## config.mk

```make
export PLATFORM = sky130hd
export DESIGN_NAME = alu_seq_ctrl
export DESIGN_NICKNAME = d
export VERILOG_FILES = /design/src/rtl/alu_seq_ctrl.sv
export SDC_FILE = /design/constraint.sdc
export NUM_CORES = 1
export LEC_CHECK = 0
export CORE_MARGIN = 2
export CORE_UTILIZATION = 58
export CTS_BUF_LIST = sky130_fd_sc_hd__clkbuf_4 sky130_fd_sc_hd__clkbuf_8
export CTS_CLUSTER_DIAMETER = 30
export CTS_CLUSTER_SIZE = 10
export DETAILED_ROUTE_END_ITERATION = 7
export GPL_TIMING_DRIVEN = 0
export PLACE_DENSITY = 0.92
export SYNTH_ARGS = -nofsm -noshare
export SYNTH_HDL_FRONTEND = slang
export SYNTH_SLANG_ARGS = --single-unit
export TNS_END_PERCENT = 10
```

## constraint.sdc

```tcl
create_clock -name clk -period 2.38 [get_ports clk]
set_input_delay 0.357 -clock clk [delete_from_list [all_inputs] [get_ports clk]]
set_output_delay 0.357 -clock clk [all_outputs]
set_load 0.1 [all_outputs]
```

## src/rtl/alu_seq_ctrl.sv

```systemverilog
// Sequencer that owns the shared combinational ALU: accepts one instruction at a time,
// iterates it 1..16 times through a small register file, then pulses done.
module alu_seq_ctrl #(
  parameter int unsigned DW   = 8,
  parameter int unsigned NREG = 8,
  parameter int unsigned AW   = 3
) (
  input  logic          clk,
  input  logic          reset,
  input  logic          i_valid,
  output logic          i_ready,
  input  logic [3:0]    i_op,
  input  logic [AW-1:0] i_rd,
  input  logic [AW-1:0] i_rs1,
  input  logic [AW-1:0] i_rs2,
  input  logic [3:0]    i_rep,
  input  logic          wr_en,
  input  logic [AW-1:0] wr_addr,
  input  logic [DW-1:0] wr_data,
  input  logic [AW-1:0] rd_addr,
  output logic [DW-1:0] rd_data,
  output logic [3:0]    alu_ctrl,
  output logic [DW-1:0] alu_x,
  output logic [DW-1:0] alu_y,
  input  logic [DW-1:0] alu_out,
  input  logic          alu_carry,
  output logic          carry_flag,
  output logic          busy,
  output logic          done
);

  typedef enum logic [1:0] {
    ST_IDLE  = 2'd0,
    ST_FETCH = 2'd1,
    ST_EXEC  = 2'd2,
    ST_DONE  = 2'd3
  } state_t;

  state_t        r_state;
  logic [DW-1:0] r_regs [NREG];
  logic [3:0]    r_op;
  logic [AW-1:0] r_rd;
  logic [AW-1:0] r_rs1;
  logic [AW-1:0] r_rs2;
  logic [3:0]    r_cnt;
  logic          r_iter0;
  logic          w_accept;

  assign rd_data  = r_regs[rd_addr];
  assign w_accept = i_valid && i_ready;

  // Control FSM; busy/i_ready/done are registered alongside the state they describe.
  always_ff @(posedge clk) begin
    if (reset) begin
      r_state    <= ST_IDLE;
      for (int i = 0; i < int'(NREG); i++) r_regs[i] <= '0;
      r_op       <= '0;
      r_rd       <= '0;
      r_rs1      <= '0;
      r_rs2      <= '0;
      r_cnt      <= '0;
      r_iter0    <= 1'b0;
      alu_ctrl   <= '0;
      alu_x      <= '0;
      alu_y      <= '0;
      carry_flag <= 1'b0;
      busy       <= 1'b0;
      done       <= 1'b0;
      i_ready    <= 1'b1;
    end else begin
      done <= 1'b0;
      case (r_state)
        ST_IDLE: begin
          // Host write lands on this edge, so an instruction accepted now reads it in FETCH.
          if (wr_en) r_regs[wr_addr] <= wr_data;
          if (w_accept) begin
            r_op    <= i_op;
            r_rd    <= i_rd;
            r_rs1   <= i_rs1;
            r_rs2   <= i_rs2;
            r_cnt   <= i_rep;
            r_iter0 <= 1'b1;
            busy    <= 1'b1;
            i_ready <= 1'b0;
            r_state <= ST_FETCH;
          end
        end
        ST_FETCH: begin
          alu_ctrl <= r_op;
          alu_y    <= r_regs[r_rs2];
          alu_x    <= r_iter0 ? r_regs[r_rs1] : r_regs[r_rd];
          r_state  <= ST_EXEC;
        end
        ST_EXEC: begin
          r_regs[r_rd] <= alu_out;
          carry_flag   <= alu_carry;
          r_iter0      <= 1'b0;
          if (r_cnt == 4'd0) begin
            done    <= 1'b1;
            r_state <= ST_DONE;
          end else begin
            r_cnt   <= r_cnt - 4'd1;
            r_state <= ST_FETCH;
          end
        end
        ST_DONE: begin
          busy    <= 1'b0;
          i_ready <= 1'b1;
          r_state <= ST_IDLE;
        end
        default: begin
          busy    <= 1'b0;
          i_ready <= 1'b1;
          r_state <= ST_IDLE;
        end
      endcase
    end
  end

endmodule

```

# After elaboration in Yosys (flattened, before gate mapping)
# Memory sizes are Yosys's and may differ from the RTL's. A register that Yosys moved wholly into a read port is not among the register bits.
# Cells that the tools add are included.
totals:
  regBits: 36
  ramBits: 64
  inputBits: 44
  output_inout_bits: 32
  n_memories: 1
classes:
  add_sub_neg: 1
  eq_ne: 5
  mux: 32
  bitwise_logic: 1
  reduce_logical: 12
memory_table:
  columns: ["memory", "depth", "width", "read_ports", "rd_ports_with_merged_regs", "wr", "line", "rtl"]
  rows:
  - ["r_regs", 8, 8, 4, 3, 8, "40", "logic [DW-1:0] r_regs [NREG];"]
ops:
  columns: ["cell", "n"]
  rows:
  - ["$mux W8", 3]
  - ["$mux W3", 6]
  - ["$reduce_or A8 Y1", 2]
  - ["$mux W1", 14]
  - ["$mux W4", 2]
  - ["$pmux W2 S4", 1]
  - ["$pmux W4 S2", 1]
  - ["$pmux W1 S2", 3]
  - ["$reduce_and A2 Y1", 3]
  - ["$eq A2 B2 Y1 const B", 2]
  - ["$logic_not A4 Y1", 1]
  - ["$mux W2", 2]
  - ["$ne A2 B2 Y1 const B", 2]
  - ["$reduce_bool A2 Y1", 2]
  - ["$sub A4 B1 Y4 const B", 1]
  - ["$reduce_and A3 Y1", 1]
  - ["$eq A2 B1 Y1 const B", 1]
  - ["$logic_not A2 Y1", 1]
  - ["$reduce_or A2 Y1", 1]
  - ["$logic_and A1 B1 Y1", 1]
  - ["$not A1 Y1", 1]

# Longest topological paths before layout
# Gate-level depths: netlist (run 1).
logic_depth:
  ltp_word: 7
  depth_mapped: 7

# Worst setup path after synthesis (run 1)
# OpenSTA, ideal clock, no wires.
synth_path:
  path_kind: "input-to-output"
  start: "input port rd_addr[0]"
  end: "output port rd_data[6]"
  t_arrival_ns: 1.791
  slack_ns: 0.232
  path_stages: 4
  path_cell_list: "buf_2 buf_4 mux4_2 mux2_2"
synth_via:
  elab_chain_len: 1
synth_lines:
  columns: ["item", "line", "rtl"]
  rows:
  - ["start: declaration", "20", "input logic [AW-1:0] rd_addr,"]
  - ["$mem_v2 Z8 W8", null, null]
  - ["end: declaration", "21", "output logic [DW-1:0] rd_data,"]
# Every way passes these cells.

==> results of run 1 <==
==> cells in the mapped netlist (all sizes together) <==
library cell | count | area, µm²
a211oi | 13 | 123
o211ai | 2 | 15.0
xnor2 | 1 | 8.76
nand3 | 3 | 15.0
mux4 | 62 | 1400
nor3 | 2 | 10.0
buf | 26 | 159
edfxtp | 64 | 1920
o2bb2a | 7 | 70.1
o21ai | 8 | 40.0
nor3b | 2 | 26.3
nand2b | 19 | 119
mux2 | 8 | 90.1
mux2i | 41 | 410
o31ai | 1 | 7.51
a21oi | 26 | 130
or3 | 2 | 12.5
o21bai | 1 | 7.51
or3b | 1 | 11.3
clkbuf | 12 | 46.3
or2 | 1 | 6.26
nor2b | 3 | 18.8
or4b | 1 | 10.0
nand2 | 45 | 176
inv | 4 | 15.0
a22oi | 2 | 15.0
and4bb | 1 | 12.5
nand3b | 2 | 15.0
nor2 | 84 | 338
dfxtp | 50 | 1000
ha | 1 | 12.5
==> power breakdown <==
group / switching (mW) / internal (mW) / total [mW]
sequential: 0.115 / 2.20 / 2.32
combinational: 0.754 / 0.479 / 1.23
clock: 0.912 / 0.962 / 1.87
total: 1.78 / 3.64 / 5.42
==> routing by layer <==
layer,vias up,wire [µm]
li1,2051,-
met1,2247,5640
met2,389,7940
met3,67,1790
met4,0,513
met5,-,0
==> registers in the layout, indices dropped and copies added (netlist names), 2 cells and up, named ones only <==
| name | cells |
|---|---|
| alu_ctrl | 4 |
| r_regs | 64 |
| alu_y | 8 |
| r_rd | 3 |
| r_state | 2 |
| r_cnt | 4 |
| r_op | 4 |
| r_rs2 | 3 |
| alu_x | 8 |
| r_rs1 | 3 |
==> metrics by stage <==
step / setup slack (ns) / TNS, ns / utilization
after floorplan: 0.232 / 0 / -
after global placement: -0.626 / -24.74 / 0.688
after detailed placement: -0.702 / -35.62 / 0.688
after CTS: -0.147 / -0.550 / 0.727
after global routing: -0.00844 / -0.0205 / 0.727
final: -0.000993 / -0.000993 / 0.727
==> critical path, delay by kind of cell, from the launching register on <==
family / cells / cell delay (ns)
muxes: 2 / 0.84
DFF: 1 / 0.51
buffers and inverters: 1 / 0.23
==> kinds of logic (layout without fill, tap and decap cells) <==
group                      Yosys count  in the layout
buffers and inverters               42            146
and+or+nand+nor                    166            166
AOI/OAI and AO/OA                   60             60
xor gates and xnor gates             1              1
DFF                                114            114
adders and majority gates            1              1
muxes                              111            111
==> final timing paths <==
path,to,slack [ns],cells after the start
max,rd_data[5],-0.001,3
min,alu_ctrl[3],0.46,2
max reg2reg,r_regs[7][2],0.13,5
min reg2reg,alu_ctrl[3],0.46,2
==> area by class of cell <==
class | count | area, µm² | area share
Inverter | 4 | 15.0 | 0.00199
Clock buffer | 17 | 234 | 0.0310
Buffer | 38 | 210 | 0.0279
Timing Repair Buffer | 72 | 696 | 0.0923
Clock inverter | 15 | 171 | 0.0227
Sequential cell | 114 | 2920 | 0.388
Tap cell | 136 | 170 | 0.0226
Multi-Input combinational cell | 339 | 3120 | 0.414
==> repair_timing <==
item                                    CTS  global route
gates resized for setup                  38            20
pin swaps                                 0             0
endpoints found under the setup margin   24            53
==> results.md, run 1 <==
* Overflow after GRT at 0
* Hold WS at 0.458 ns
* Die X at 108 µm
* Routed length per instance at 21.6 µm
* GR peak layer: met2
* # DRC at 0
* Leak Pwr at 2.56 nW
* Fin. Hold Viols at 0
* Antenna Cells at 0
* Overall Power at 5.42 mW
* Startpoint Class: flip-flop
* Compound-gate portion of the synthesized area at 0.0654
* Tmin final at 2.38 ns
* CTS tree: yes
* Worst skew pair latency at 0.43 ns
* Worst Tran Pin Value at 0.972 ns
* Pin count of the biggest net entering global routing at 17
* Fin cells at 735
* CP max FO at 4
* RSZ-0062 raised after global routing: yes
* XOR/XNOR Fraction of Synth Area at 0.00140
* Synth Cell Area at 6240 µm²
* Antenna-violating nets left at 0
* Share of cells above drive strength 1 at 0.264
* VDD IR max at 0.452 mV
* Fmax at 420 MHz
* Antenna violations before repair at 0
* Total Routing Usage GR at 0.289
* Worst r2r src: r_state[1]
* Critical path's largest stage delay at 0.55 ns
* Routing usage on met2 at 0.482
* GRT met1 Usage at 0.365
* Final setup violating endpoints at 1
* Syn-to-layout area delta at 20.9%
* Initial Utilization at 0.602
* Die area at 11600 µm²
* Hold WC Path Type: flip-flop to flip-flop
* Vias per cell at 6.47
* Die Ht at 108 µm
* Routed via count at 4754
* Met3 usage at 0.0593
* IO Port Bufs at 72
* Nets at 631
* Commonest non-fill, non-tap cell in the layout: nor2_1
* Register area share after synthesis at 0.468
* TritonCTS buffer count at 17
* Synth Area in Simple Gates at 0.124
* Status: complete, but fails checks
* Fillers at 655
* Hold bufs inserted after CTS at 0
* Seq cells post-synth at 114
* Tcrit/Tclk final at 1.00
* Ports at 76
* Routability cong. at 0.904
* Net Count, Synth at 540
* Max Cap Violations at 0
* Critical Path RT at 2.02 ns
* Final Cell Area at 7540 µm²
* Number of H-tree levels at 4
* Clock sinks at 114
* Post-Place Cell Area at 7130 µm²
* Cell count after placement at 703
* Initial DRC Count at 648
* Hpwl dp at 11.9 mm
* Relative slew slack at 0.350
* CP Launch Point: r_regs[3][5]
* Main combinational cell family by area after synthesis: multiplexers
* Crit path capture type: primary output
* Setup Buffers After CTS at 0
* Yosys warns at 0
* CTS Buffer Depth at 2
* CTS clk-pin slew, worst paths at 0.08 ns
* Setup WS post-layout at -0.000993 ns
* Failing checks: negative setup slack
* Leading cell types in the layout, fill and taps excluded: nor2_1 (75), edfxtp_1 (64), clkdlybuf4s50_1 (63)
* Critical path data arrival time at 2.02 ns
* Vias in the first global route at 4786
* Avg Inst Size Synth at 12.6 µm²
* WS Path Type: flip-flop to primary output
* First-pass GRT wire length at 25.1 mm
* Crit path cell chain: mux4_2, mux2_2, buf_4
* Adder-cell share of the synthesized area at 0.00201
* Clock Tree Root: clkbuf_8
* Pwr dens at 719 nW/µm²
* Clk_skew at 0.00713 ns
* Library cells used by synthesis at 40
* Cells after synthesis at 495
* Min-Delay Startpoint: r_op[3]
* Max-slew violations at 0
* Drt first pass iters at 6
* CP max-delay cell: mux4_2
* Mux contribution to synthesized area at 0.304
* Row cnt at 37
* Core Area at 10400 µm²
* Post-Route WL at 15.9 mm
(Power assumes the default switching activity.)
==> run 2: changes to the inputs <==
- CORE_MARGIN: 2 -> 5
- clock period: 2.38 -> 2.7 ns (I/O delays scaled with it)
==> results.md, run 2 (synthesis gave the netlist of run 1 again) <==
* Setup WS post-layout at -0.111 ns (-0.110 ns)
* Failing checks: negative setup slack
* Clk_skew at 0.0141 ns (+0.00692 ns)
* Nets at 631 (unchanged)
* Leading cell types in the layout, fill and taps excluded: nor2_1 (75), clkdlybuf4s50_1 (64), edfxtp_1 (64)
* Syn-to-layout area delta at 21.2%
* Antenna-violating nets left at 0 (unchanged)
* Number of H-tree levels at 4 (unchanged)
* Overflow after GRT at 0 (unchanged)
* Routed length per instance at 22.6 µm (+4.7%)
* Number of flip-flops under the largest register name at 64 (unchanged)
* Largest regs: r_regs: 64 flops, alu_x: 8 flops, alu_y: 8 flops
* IO Port Bufs at 72 (unchanged)
* Clock Tree Root: clkbuf_8
* Worst r2r src: r_state[1]
* WS Path Type: input port to primary output
* Pwr dens at 651 nW/µm² (-9.5%)
* TritonCTS buffer count at 17 (unchanged)
* Core Area at 10400 µm² (+0.45%)
* Routed via count at 4737 (-0.36%)
* Fin. Hold Viols at 0 (unchanged)
* Post-Route WL at 16.6 mm (+4.5%)
* Critical path data arrival time at 2.41 ns (+0.39 ns)
* Share of cells above drive strength 1 at 0.239 (-0.0246)
* CTS tree: yes
* Die Ht at 114 µm (+5.6%)
* # DRC at 0 (unchanged)
* CTS Buffer Depth at 2 (unchanged)
* Status: complete, but fails checks
* Clock sinks at 114 (unchanged)
* Final setup violating endpoints at 6 (+5)
* Initial Utilization at 0.599 (-0.00267)
* Max Cap Violations at 0 (unchanged)
* # resized after CTS at 10 (-74%)
* Setup slack, reg-to-reg at 0.35 ns (+0.22 ns)
* Tcrit/Tclk final at 1.04
* VDD IR max at 0.446 mV (-1.2%)
* Hold WS at 0.458 ns (+0.000298 ns)
* FF+latch area at 2920 µm² (unchanged)
* Die area at 12900 µm² (+11%)
* Vias per cell at 6.45 (-0.22%)
* Multi-input logic area at 3100 µm² (-0.72%)
* Placement Setup Slack at -0.450 ns (+0.251 ns)
* Setup Buffers After CTS at 0 (unchanged)
* Top reg by flops: r_regs
* Setup TNS at -0.580 ns (-0.579 ns)
* First-pass GRT wire length at 26.9 mm (+7.4%)
* Antenna violations before repair at 0 (unchanged)
* Hpwl dp at 12.4 mm (+4.6%)
* Ports at 76 (unchanged)
* Fmax at 356 MHz
* Worst Tran Pin Value at 0.983 ns (+0.0115 ns)
* CTS clk-pin slew, worst paths at 0.07 ns (about the same)
* GRT met1 Usage at 0.341 (-0.0234)
* R2R Path End: r_regs[7][1]
* Leak Pwr at 2.56 nW (+0.31%)
* Row cnt at 37 (unchanged)
* Pin count of the biggest net entering global routing at 17 (unchanged)
* Vias in the first global route at 4977 (+4.0%)
* Hold bufs inserted after CTS at 0 (unchanged)
* Relative slew slack at 0.343 (-0.00770)
* Initial DRC Count at 640 (-1.2%)
* Routability cong. at 0.854 (-5.5%)
* Antenna Cells at 0 (unchanged)
* Startpoint Class: input port
* Worst skew pair latency at 0.44 ns (about the same)
* Hold WC Path Type: flip-flop to flip-flop
* Die X at 114 µm (+5.6%)
* Fillers at 652 (-0.46%)
* CP max FO at 10 (+6)
* Max-slew violations at 0 (unchanged)
* Crit path capture type: primary output
* Total Routing Usage GR at 0.272 (-0.0168)
* Routing usage on met2 at 0.461 (-0.0215)
* Commonest non-fill, non-tap cell in the layout: nor2_1
* Drt first pass iters at 5 (-1)
* Hold endpoint: alu_ctrl[0]
* Min-Delay Startpoint: r_op[0]
* GR peak layer: met2
* Critical Path RT at 2.30 ns (+0.28 ns)
* Met3 usage at 0.0764 (+0.0171)
* R2R depth at 5 (unchanged)
* RSZ-0062 raised after global routing: yes
* Tmin final at 2.81 ns
* Hold depth at 2 (unchanged)
==> run 2: layout make-up <==
type | count | area share
multi-input cells | 339 | 0.410
flip-flops and latches | 114 | 0.387
repair buffers | 72 | 0.0938
clock buffers | 19 | 0.0329
plain buffers | 38 | 0.0271
clock inverters | 12 | 0.0250
well taps | 136 | 0.0225
inverters | 4 | 0.00199
==> run 2: worst max-delay path, cell delays in order <==
cell and delay (ns):
clkbuf_2 0.19, buf_1 0.47, mux4_2 0.30, mux2_2 0.15, dlygate4sd2_1 0.87
==> run 2: metrics by stage <==
step / cell area [µm²] / std cells / total power [mW] / util
2_1_floorplan: 6240 / 495 / 2.86 / -
3_3_place_gp: 7130 / 703 / 3.12 / 0.685
3_5_place_dp: 7130 / 703 / 3.16 / 0.685
4_1_cts: 7560 / 734 / 4.92 / 0.726
5_1_grt: 7560 / 734 / 5.08 / 0.726
6_report: 7560 / 734 / 4.92 / 0.726
==> run 2: worst max path at each step <==
stage	startpoint	endpoint	slack [ns]	depth (start not counted)
after floorplan	rd_addr[0]	rd_data[6]	0.46	4
after global placement	rd_addr[0]	rd_data[0]	-0.41	5
after detailed placement	rd_addr[0]	rd_data[2]	-0.45	5
after CTS	rd_addr[1]	rd_data[0]	-0.12	5
after global routing	rd_addr[1]	rd_data[3]	-0.19	5
final	rd_addr[1]	rd_data[7]	-0.11	5
==> run 2: per-layer routing <==
layer  vias up  part of all wire
met5         -                 0
met3        43              0.11
met4         0             0.022
met1      2321              0.37
li1       2045                 -
met2       328              0.50
==> run 2: power by group <==
part	internal (mW)	switching, mW	leakage [nW]
Sequential	1.94	0.102	1.07
Clock	1.10	0.686	0.221
Combinational	0.418	0.671	1.27
==> run 3: changes to the inputs <==
- CORE_UTILIZATION: 58 -> 25
- PLACE_DENSITY: 0.92 -> 0.51
==> results.md, run 3 (synthesis gave the netlist of run 1 again) <==
* Status: complete, but fails checks
* Failing checks: negative setup slack
* Relative slew slack at 0.318 (-0.0251)
* Leading cell types in the layout, fill and taps excluded: nor2_1 (75), clkdlybuf4s50_1 (64), edfxtp_1 (64)
* Antenna Cells at 0 (unchanged)
* Crit path capture type: primary output
* Fmax at 352 MHz (-1.1%)
* Worst skew pair latency at 0.44 ns (about the same)
* TritonCTS buffer count at 17 (unchanged)
* Drt first pass iters at 5 (unchanged)
* Row cnt at 57 (+54%)
* CTS tree: yes
* P_int at 3.40 mW (-1.8%)
* Routed via count at 4384 (-7.5%)
* Worst r2r src: r_state[1]
* Final core utilization at 0.319 (-0.407)
* Reg power frac at 0.412 (-0.004)
* Fin. Hold Viols at 0 (unchanged)
* CTS Buffer Depth at 2 (unchanged)
* Critical Path RT at 2.30 ns (about the same)
* Max-slew violations at 0 (unchanged)
* RSZ-0062 raised after global routing: yes
* Die Ht at 168 µm (+48%)
* Largest regs: r_regs: 64 flops, alu_x: 8 flops, alu_y: 8 flops
* Critical path data arrival time at 2.44 ns (+0.03 ns)
* Share of cells above drive strength 1 at 0.242 (+0.00294)
* NetSw at 1.54 mW (+5.8%)
* CP max FO at 10 (unchanged)
* Hold depth at 2 (unchanged)
* Core Area at 24500 µm² (+130%)
* Pwr dens at 634 nW/µm² (-2.6%)
* Syn-to-layout area delta at 25.0%
* Switching Share at 0.312 (+0.0156)
* Initial Utilization at 0.255 (-0.344)
* Ports at 76 (unchanged)
* Overflow after GRT at 0 (unchanged)
* # DRC at 0 (unchanged)
* Nets at 631 (unchanged)
* Die X at 168 µm (+48%)
* Routed met3 length at 927 µm (-48%)
* Die area at 28200 µm² (+120%)
* Multi-input logic area at 3100 µm² (about the same)
* Number of H-tree levels at 4 (unchanged)
* Routability cong. at 0.842 (-1.4%)
* Tmin final at 2.84 ns (+0.0322 ns)
* Max Cap Violations at 0 (unchanged)
* CP Launch Point: rd_addr[1]
* FF+latch area at 2920 µm² (unchanged)
* Overall Power at 4.95 mW (+0.47%)
* Clock sinks at 114 (unchanged)
* Worst Tran Pin Value at 1.02 ns (+0.0375 ns)
* Number of flip-flops under the largest register name at 64 (unchanged)
* DR WL met2 at 8.61 mm (+2.9%)
* Met1 wire length at 7.44 mm (+22%)
* R2R depth at 5 (unchanged)
* Fillers at 2449 (+280%)
* VDD IR max at 0.247 mV (-45%)
* Combinational share of power at 0.219 (-0.002)
* Hold WC Path Type: flip-flop to flip-flop
* Antenna-violating nets left at 0 (unchanged)
* Initial DRC Count at 343 (-46%)
* Hpwl dp at 13.8 mm (+12%)
* WS Path Type: input port to primary output
* Vias in the first global route at 4632 (-6.9%)
* CTS clk-pin slew, worst paths at 0.08 ns (about the same)
* Clk_skew at 0.0130 ns (-0.00107 ns)
* Commonest non-fill, non-tap cell in the layout: nor2_1
* Total Routing Usage GR at 0.123 (-0.148)
* Routed length per instance at 18.6 µm (-18%)
* Final setup violating endpoints at 6 (unchanged)
* Top Metal Used: met4
* Pin count of the biggest net entering global routing at 17 (unchanged)
* Vias per cell at 4.75 (-26%)
* Setup WS post-layout at -0.143 ns (-0.0322 ns)
* Startpoint Class: input port
* First-pass GRT wire length at 27.2 mm (+0.92%)
* Power share of the clock group at 0.369 (+0.006)
* IO Port Bufs at 72 (unchanged)
* Post-Route WL at 17.1 mm (+3.3%)
* Clock Tree Root: clkbuf_8
* Min-Delay Startpoint: alu_ctrl[0]
* Setup Buffers After CTS at 0 (unchanged)
* Antenna violations before repair at 0 (unchanged)
* Tcrit/Tclk final at 1.05 (+0.0119)
* Top reg by flops: r_regs
* Leak Pwr at 2.57 nW (+0.17%)
run 3: cell count changes in the layout (fill, tap and decap cells not counted), sizes merged:
cell | before | now
bufinv | 5 | 4
clkbuf | 32 | 31
clkinv | 6 | 3
inv | 4 | 10
run 3: layout make-up:
cell class,count,area share
clock buffer,18,0.0318
clock inverter,14,0.0255
timing repair buffer,72,0.0909
inverter,4,0.00192
buffer,38,0.0263
sequential,114,0.375
multi-input combinational,339,0.397
tap,324,0.0520
run 3: per-layer routing:
metal,global-route usage,vias to the layer above
met4,0.0311,0
met3,0.0237,13
met5,0,-
met1,0.162,2143
li1,-,2051
met2,0.211,177
run 3: what timing repair did:
action | CTS | global route
endpoints found under the setup margin | 8 | 8
gates resized for setup | 10 | 2
hold buffers | 0 | 0
run 3: worst paths after layout:
path | to | slack [ns]
worst max-delay path | rd_data[2] | -0.14
worst min-delay path | alu_ctrl[0] | 0.45
worst max register to register | r_regs[3][7] | 0.19
worst min register to register | alu_ctrl[0] | 0.45
run 3: critical path, stage by stage:
cell and delay (ns):
clkbuf_2 0.21, buf_1 0.46, mux4_2 0.30, mux2_2 0.18
dlygate4sd2_1 0.87
run 3: power by group through the flow:
stage               combinational (mW)  clock (mW)  sequential, mW
floorplan                        0.635           0            2.22
global placement                  1.09           0            2.07
detailed placement                1.10           0            2.07
CTS                               1.10        1.86            2.03
global route                      1.16        1.94            2.05
finish                            1.08        1.83            2.04
run 3: stage by stage:
stage	std cells	setup WS [ns]	setup TNS, ns	area [µm²]	hold slack [ns]
after floorplan	495	0.456	0	6240	0.431
after global placement	891	-0.487	-11.14	7370	0.439
after detailed placement	891	-0.494	-13.79	7370	0.443
after CTS	923	-0.170	-1.05	7800	0.455
after global routing	923	-0.179	-0.973	7800	0.486
final	923	-0.143	-0.654	7800	0.454
